<file path="src/rtl/lfib_rand_pkg.sv">
// Shared definitions for the lagged-Fibonacci random generator:
// combine-mode encodings, FSM state type and warm-up counter width.
package lfib_rand_pkg;

  localparam logic [1:0] MODE_ADD = 2'd0;
  localparam logic [1:0] MODE_SUB = 2'd1;
  localparam logic [1:0] MODE_XOR = 2'd2;

  localparam int WARM_CNT_W = 16;

  typedef enum logic [1:0] {
    ST_WARMUP = 2'd0,
    ST_RUN    = 2'd1,
    ST_SEED   = 2'd2
  } lfib_state_t;

endpackage

</file>
<file path="src/rtl/lfib_tap_reg.sv">
// Lagged-Fibonacci register array: seed shift-in, tap selection and combine.
// r[0] is the newest word and is presented directly on dout.
module lfib_tap_reg #(
  parameter int WIDTH = 32,
  parameter int LAG_K = 55,
  parameter int LAG_J = 24,
  parameter int MODE  = 0
) (
  input  logic             clk,
  input  logic             reset,
  input  logic             shift_in,
  input  logic             advance,
  input  logic [WIDTH-1:0] seed_data,
  output logic [WIDTH-1:0] dout
);
  import lfib_rand_pkg::*;

  localparam logic [1:0] MODE_SEL = 2'(MODE);

  logic [WIDTH-1:0] r [LAG_K];
  logic [WIDTH-1:0] new_word;

  // Combine the long-lag and short-lag taps into the next word.
  always_comb begin
    new_word = {WIDTH{1'b0}};
    case (MODE_SEL)
      MODE_ADD: new_word = r[LAG_K-1] + r[LAG_J-1];
      MODE_SUB: new_word = r[LAG_K-1] - r[LAG_J-1];
      MODE_XOR: new_word = r[LAG_K-1] ^ r[LAG_J-1];
      default:  new_word = r[LAG_K-1] ^ r[LAG_J-1];
    endcase
  end

  // Seed words take priority over generated words; both use the same shift.
  always_ff @(posedge clk) begin
    if (reset) begin
      for (int i = 0; i < LAG_K; i++) begin
        r[i] <= {WIDTH{1'b1}};
      end
    end else if (shift_in || advance) begin
      for (int i = LAG_K - 1; i > 0; i--) begin
        r[i] <= r[i-1];
      end
      r[0] <= shift_in ? seed_data : new_word;
    end
  end

  assign dout = r[0];

endmodule

</file>
<file path="src/rtl/lfib_rand_gen.sv">
// Lagged-Fibonacci random word generator with seeding, optional warm-up
// and a valid/ready output handshake.
module lfib_rand_gen #(
  parameter int WIDTH         = 32,
  parameter int LAG_K         = 55,
  parameter int LAG_J         = 24,
  parameter int MODE          = 0,
  parameter int WARMUP_CYCLES = 0
) (
  input  logic             clk,
  input  logic             reset,
  input  logic             clk_en,
  input  logic             seed_valid,
  input  logic [WIDTH-1:0] seed_data,
  input  logic             seed_last,
  output logic [WIDTH-1:0] dout,
  output logic             dout_valid,
  input  logic             dout_ready,
  output logic             busy
);
  import lfib_rand_pkg::*;

  if (WIDTH < 1 || WIDTH > 64) begin : g_bad_width
    $error("lfib_rand_gen: WIDTH must be 1..64");
  end
  if (LAG_K < 2 || LAG_J < 1 || LAG_J >= LAG_K) begin : g_bad_lags
    $error("lfib_rand_gen: need LAG_K >= 2 and 1 <= LAG_J < LAG_K");
  end
  if (MODE < 0 || MODE > 2) begin : g_bad_mode
    $error("lfib_rand_gen: MODE must be 0, 1 or 2");
  end
  if (WARMUP_CYCLES < 0 || WARMUP_CYCLES > 65535) begin : g_bad_warmup
    $error("lfib_rand_gen: WARMUP_CYCLES must be 0..65535");
  end

  localparam lfib_state_t START_STATE = (WARMUP_CYCLES == 0) ? ST_RUN : ST_WARMUP;
  localparam logic START_VALID = (WARMUP_CYCLES == 0) ? 1'b1 : 1'b0;
  // Only reachable when WARMUP_CYCLES > 0, so the wrap at zero is harmless.
  localparam logic [WARM_CNT_W-1:0] WARM_LAST = WARM_CNT_W'(WARMUP_CYCLES - 1);

  lfib_state_t           state;
  logic [WARM_CNT_W-1:0] warm_cnt;
  logic                  advance;

  assign advance = ~seed_valid & clk_en &
                   ((state == ST_WARMUP) | ((state == ST_RUN) & dout_ready));

  // Control FSM; dout_valid and busy are registered alongside the state.
  always_ff @(posedge clk) begin
    if (reset) begin
      state      <= START_STATE;
      warm_cnt   <= {WARM_CNT_W{1'b0}};
      dout_valid <= START_VALID;
      busy       <= ~START_VALID;
    end else if (seed_valid) begin
      if (seed_last) begin
        state      <= START_STATE;
        warm_cnt   <= {WARM_CNT_W{1'b0}};
        dout_valid <= START_VALID;
        busy       <= ~START_VALID;
      end else begin
        state      <= ST_SEED;
        dout_valid <= 1'b0;
        busy       <= 1'b1;
      end
    end else begin
      case (state)
        ST_WARMUP: begin
          if (clk_en) begin
            if (warm_cnt == WARM_LAST) begin
              state      <= ST_RUN;
              warm_cnt   <= {WARM_CNT_W{1'b0}};
              dout_valid <= 1'b1;
              busy       <= 1'b0;
            end else begin
              warm_cnt <= warm_cnt + {{(WARM_CNT_W-1){1'b0}}, 1'b1};
            end
          end
        end
        ST_RUN: begin
          dout_valid <= 1'b1;
          busy       <= 1'b0;
        end
        ST_SEED: begin
          dout_valid <= 1'b0;
          busy       <= 1'b1;
        end
        default: begin
          state      <= START_STATE;
          warm_cnt   <= {WARM_CNT_W{1'b0}};
          dout_valid <= START_VALID;
          busy       <= ~START_VALID;
        end
      endcase
    end
  end

  lfib_tap_reg #(
    .WIDTH (WIDTH),
    .LAG_K (LAG_K),
    .LAG_J (LAG_J),
    .MODE  (MODE)
  ) u_tap_reg (
    .clk       (clk),
    .reset     (reset),
    .shift_in  (seed_valid),
    .advance   (advance),
    .seed_data (seed_data),
    .dout      (dout)
  );

endmodule

</file>
<file path="config.mk">
export PLATFORM = sky130hd
export DESIGN_NAME = lfib_rand_gen
export DESIGN_NICKNAME = d
export VERILOG_FILES = /design/src/rtl/lfib_rand_pkg.sv /design/src/rtl/lfib_tap_reg.sv /design/src/rtl/lfib_rand_gen.sv
export SDC_FILE = /design/constraint.sdc
export NUM_CORES = 2
export LEC_CHECK = 0
export BUFFER_PORTS_ARGS = -buffer_cell sky130_fd_sc_hd__clkbuf_2
export CORE_MARGIN = 3
export CORE_UTILIZATION = 60
export DETAILED_ROUTE_END_ITERATION = 10
export GPL_ROUTABILITY_DRIVEN = 1
export PLACE_DENSITY_LB_ADDON = 0.25
export SLEW_MARGIN = 20
export SYNTH_ARGS = -nofsm -noshare
export SYNTH_HDL_FRONTEND = slang
export SYNTH_SLANG_ARGS = --single-unit
</file>
<file path="constraint.sdc">
create_clock -name clk -period 88.3 [get_ports clk]
set_clock_uncertainty 0.05 [all_clocks]
set_input_delay 17.66 -clock clk [delete_from_list [all_inputs] [get_ports clk]]
set_output_delay 17.66 -clock clk [all_outputs]
set_load 0.01 [all_outputs]
</file>
==> impl_metrics.yaml <==
detailed_routing:
  drt_pre_antenna_iters: 5
  via_per_inst: 5.90
  post_drt_wl_per_cell_microns: 18.8
  routed_wirelength_microns: 110000
  detail_route.drc_violations: 0
  detailroute.via_count: 34500
  ant_nets: 0
  detailedRoute.firstIterationViolations: 3661
status:
  status: "finished clean"
placement:
  io_buffer_count: 71
  detailedPlacementHpwl_microns: 54400
  finalWeightedCongestion: 0.867
hold_path:
  min-delay-start: "busy"
  class_of_the_tightest_hold_or_removal_check: "register to register"
critical_path:
  ff2ff_setup_slack_ns: 82.63
  timing.critical_path.slowest_cell_delay_ns: 0.90
  rr_startpoint: "state[1]"
  critical_path.n_buffers_inverters: 6
  cp_cell_sequence: "buf_8, inv_1, nand2_4, buf_4, buf_4, buf_4, buf_4"
  nature_of_the_critical_path_startpoint: "input port"
  worstPathMaxFanout: 156
  timing.critical_path.max_delay_family: "buffers and inverters"
  cp_data_arrival_time_ns: 22.69
  cp-end-kind: "register"
  cpMaxStageDelayCell: "sky130_fd_sc_hd__buf_4"
  required_ns: 88.62
  critical-path-top-cell-by-count: "sky130_fd_sc_hd__buf_4"
  path_class: "input port to register"
  crit_start: "reset"
global_routing:
  grtUsageMet1: 0.321
  first_pass_grt_wire_length_microns: 177000
  globalRouteTotalUtil: 0.187
  grtUsageMet3: 0.0316
  globalRoute.totalOverflow: 0
  via_count_of_the_first_global_routing_pass: 31700
  grt.busiest_layer: "met1"
  met2_usage_grt: 0.244
  antenna_violations_before_repair: 5
  pin_count_of_the_biggest_net_entering_global_routing: 304
clock_network:
  post_cts_resized: 0
  clk_pin_slew_worst_paths_ns: 0.06
  cts.hold.buffers_added: 0
  post-cts-setup-buffer-count: 0
  tritoncts_num_sinks: 1780
  tritoncts: "yes"
  insertion_delay_ns: 0.75
  clock_tree.root_cell: "sky130_fd_sc_hd__clkbuf_16"
  cts_max_path_buffers: 3
  htree_num_levels: 4
  cts_made_buffers: 170
yosys:
  synth_edf_count: 1760
  yosysUniqueCellTypes: 56
  largest_area_contributor_in_the_netlist: "sky130_fd_sc_hd__edfxtp_1"
  mappedNetlistNets: 4421
  share_of_synthesized_area_occupied_by_flip_flops_and_latches: 0.779
  yosys.area.top_type_share: 0.773
  syn-instance-count: 4347
  asyncSetResetFlopFracSynth: 0
  ys_warn_count: 0
  synth-main-ff-cell: "sky130_fd_sc_hd__edfxtp_1"
  synth_most_common_cell: "sky130_fd_sc_hd__edfxtp_1"
  netlist_top_cells_count: "sky130_fd_sc_hd__edfxtp_1, sky130_fd_sc_hd__or3_1, sky130_fd_sc_hd__clkbuf_1"
  ys_seq_elements: 1780
  postSynthAreaPerCell_sq_um: 15.7
  synthesis.area_sq_mm: 0.0684
  ys_top_cells_by_area: "sky130_fd_sc_hd__edfxtp_1, sky130_fd_sc_hd__or3_1, sky130_fd_sc_hd__clkbuf_1, sky130_fd_sc_hd__ha_1, sky130_fd_sc_hd__dfxtp_1"
timing:
  setup_viol: 0
  slew_violations: 0
  max_slew.worst_pin.slew_ns: 1.20
  fmax_mhz: 44.7
  layout_worst_path_cycle_share: 0.253
  final_critical_path_required_period_ns: 22.37
  final_number_of_hold_violating_endpoints: 0
  rsz0062_at_grt: "no"
  finalSetupTns_ns: 0
  slew_headroom: 0.202
  hold-worst-slack_ns: 0.429
die:
  die-height_microns: 344
  floorplan.initialDensity: 0.606
  core_sq_mm: 0.113
  dieArea_sq_mm: 0.118
  floorplan.die.width_microns: 344
  row_count: 123
  io-pin-count: 72
power:
  power.density_mw_per_mm2: 22.4
  worst_ir_drop_vdd_mv: 0.0189
  leakage_nw: 18.3
finish:
  final-seq-area_sq_mm: 0.0533
  drive_above_1_share: 0.0816
  flow.area_growth_from_synthesis_pct: 9.24
  layout.filler_cells: 7573
  final_nets: 4274
  multi_input_area_sq_mm: 0.0133
job:
  max-cap-violations: 0
==> registers in the layout, indices dropped and copies added (netlist names) <==
register,flops
u_tap_reg.r,1760
warm_cnt,16
dout_valid,1
state,2
busy,1
==> where the power goes <==
group	internal [W]	leakage, nW	switching [W]
combinational	0.00000529	2.28	0.0000429
clock	0.000392	2.58	0.000302
sequential	0.000929	13.4	0.000000880
==> cell usage in the layout, fill, tap and decap left out, drive strengths merged, types with 4 or more instances in the layout <==
cell type / synthesis / final
xor2: 25 / 25
o211ai: 8 / 8
a21oi: 51 / 51
nand2: 62 / 62
or3: 1733 / 1733
dfxtp: 20 / 20
edfxtp: 1760 / 1760
a31oi: 7 / 7
clkinv: 1 / 74
ha: 35 / 35
o22ai: 5 / 5
nand4: 11 / 11
nand3: 11 / 11
o21a: 6 / 6
nor2: 47 / 47
nor3: 13 / 13
o21ai: 30 / 30
and3: 5 / 5
buf: 35 / 50
bufinv: 0 / 10
clkbuf: 404 / 287
inv: 8 / 16
clkinvlp: 0 / 4
xnor2: 14 / 14
a21o: 11 / 11
a211oi: 7 / 7
mux2i: 4 / 4
==> through the flow <==
stage | cells | total power [W] | worst slack (ns) | cell area, sq um | utilization
floorplan | 4347 | 0.00107 | 29.40 | 68400 | -
global placement | 5524 | 0.000996 | 65.26 | 69300 | 0.614
detailed placement | 5525 | 0.000996 | 65.16 | 69300 | 0.614
CTS | 5837 | 0.00169 | 66.01 | 74600 | 0.661
global route | 5840 | 0.00172 | 65.58 | 74700 | 0.662
finish | 5841 | 0.00167 | 65.93 | 74700 | 0.662
==> final cells by class <==
class | count | share of cell area
inverter | 9 | 0.000452
timing repair buffer | 120 | 0.0117
multi-input combinational | 2119 | 0.179
sequential | 1780 | 0.713
clock buffer | 217 | 0.0604
tap | 1500 | 0.0251
antenna | 1 | 0.0000335
clock inverter | 95 | 0.0107
==> worst register-to-register path, cell delays in order, from the launching register on <==
cell                      delay, ns
sky130_fd_sc_hd__dfxtp_1       0.31
sky130_fd_sc_hd__inv_1         0.10
sky130_fd_sc_hd__ha_1          0.17
sky130_fd_sc_hd__a21o_1        0.16
sky130_fd_sc_hd__a21oi_4       0.06
sky130_fd_sc_hd__buf_4         0.34
sky130_fd_sc_hd__nand2_4       0.52
sky130_fd_sc_hd__buf_4         0.91
sky130_fd_sc_hd__buf_4         0.91
sky130_fd_sc_hd__buf_4         0.94
sky130_fd_sc_hd__buf_4         0.78
==> cell families (layout without fill, tap and decap cells) <==
| logic type | after synthesis | in the layout | share of synthesized area |
|---|---|---|---|
| AND/OR/NAND/NOR | 1896 | 1896 | 0.169 |
| buffers and inverters | 448 | 441 | 0.0264 |
| flip-flops | 1780 | 1780 | 0.779 |
| multiplexers | 4 | 4 | 0.000586 |
| XOR/XNOR | 39 | 39 | 0.00500 |
| adder cells (fa/ha/maj) | 36 | 36 | 0.00670 |
| AO/OA/AOI/OAI | 144 | 144 | 0.0132 |
| other | 0 | 1 | 0 |
==> worst paths after layout <==
path	cells after the start	end
worst max-delay path	7	u_tap_reg.r[0][927]
worst min-delay path	2	busy
worst max register to register	10	u_tap_reg.r[0][927]
worst min register to register	2	busy
==> routing by layer <==
layer | routed length (microns) | up-vias
li1 | - | 16400
met1 | 54600 | 17200
met2 | 47400 | 680
met3 | 5540 | 171
met4 | 2250 | 2
met5 | 13 | -
No activity file was read; power rests on OpenSTA's default activity.
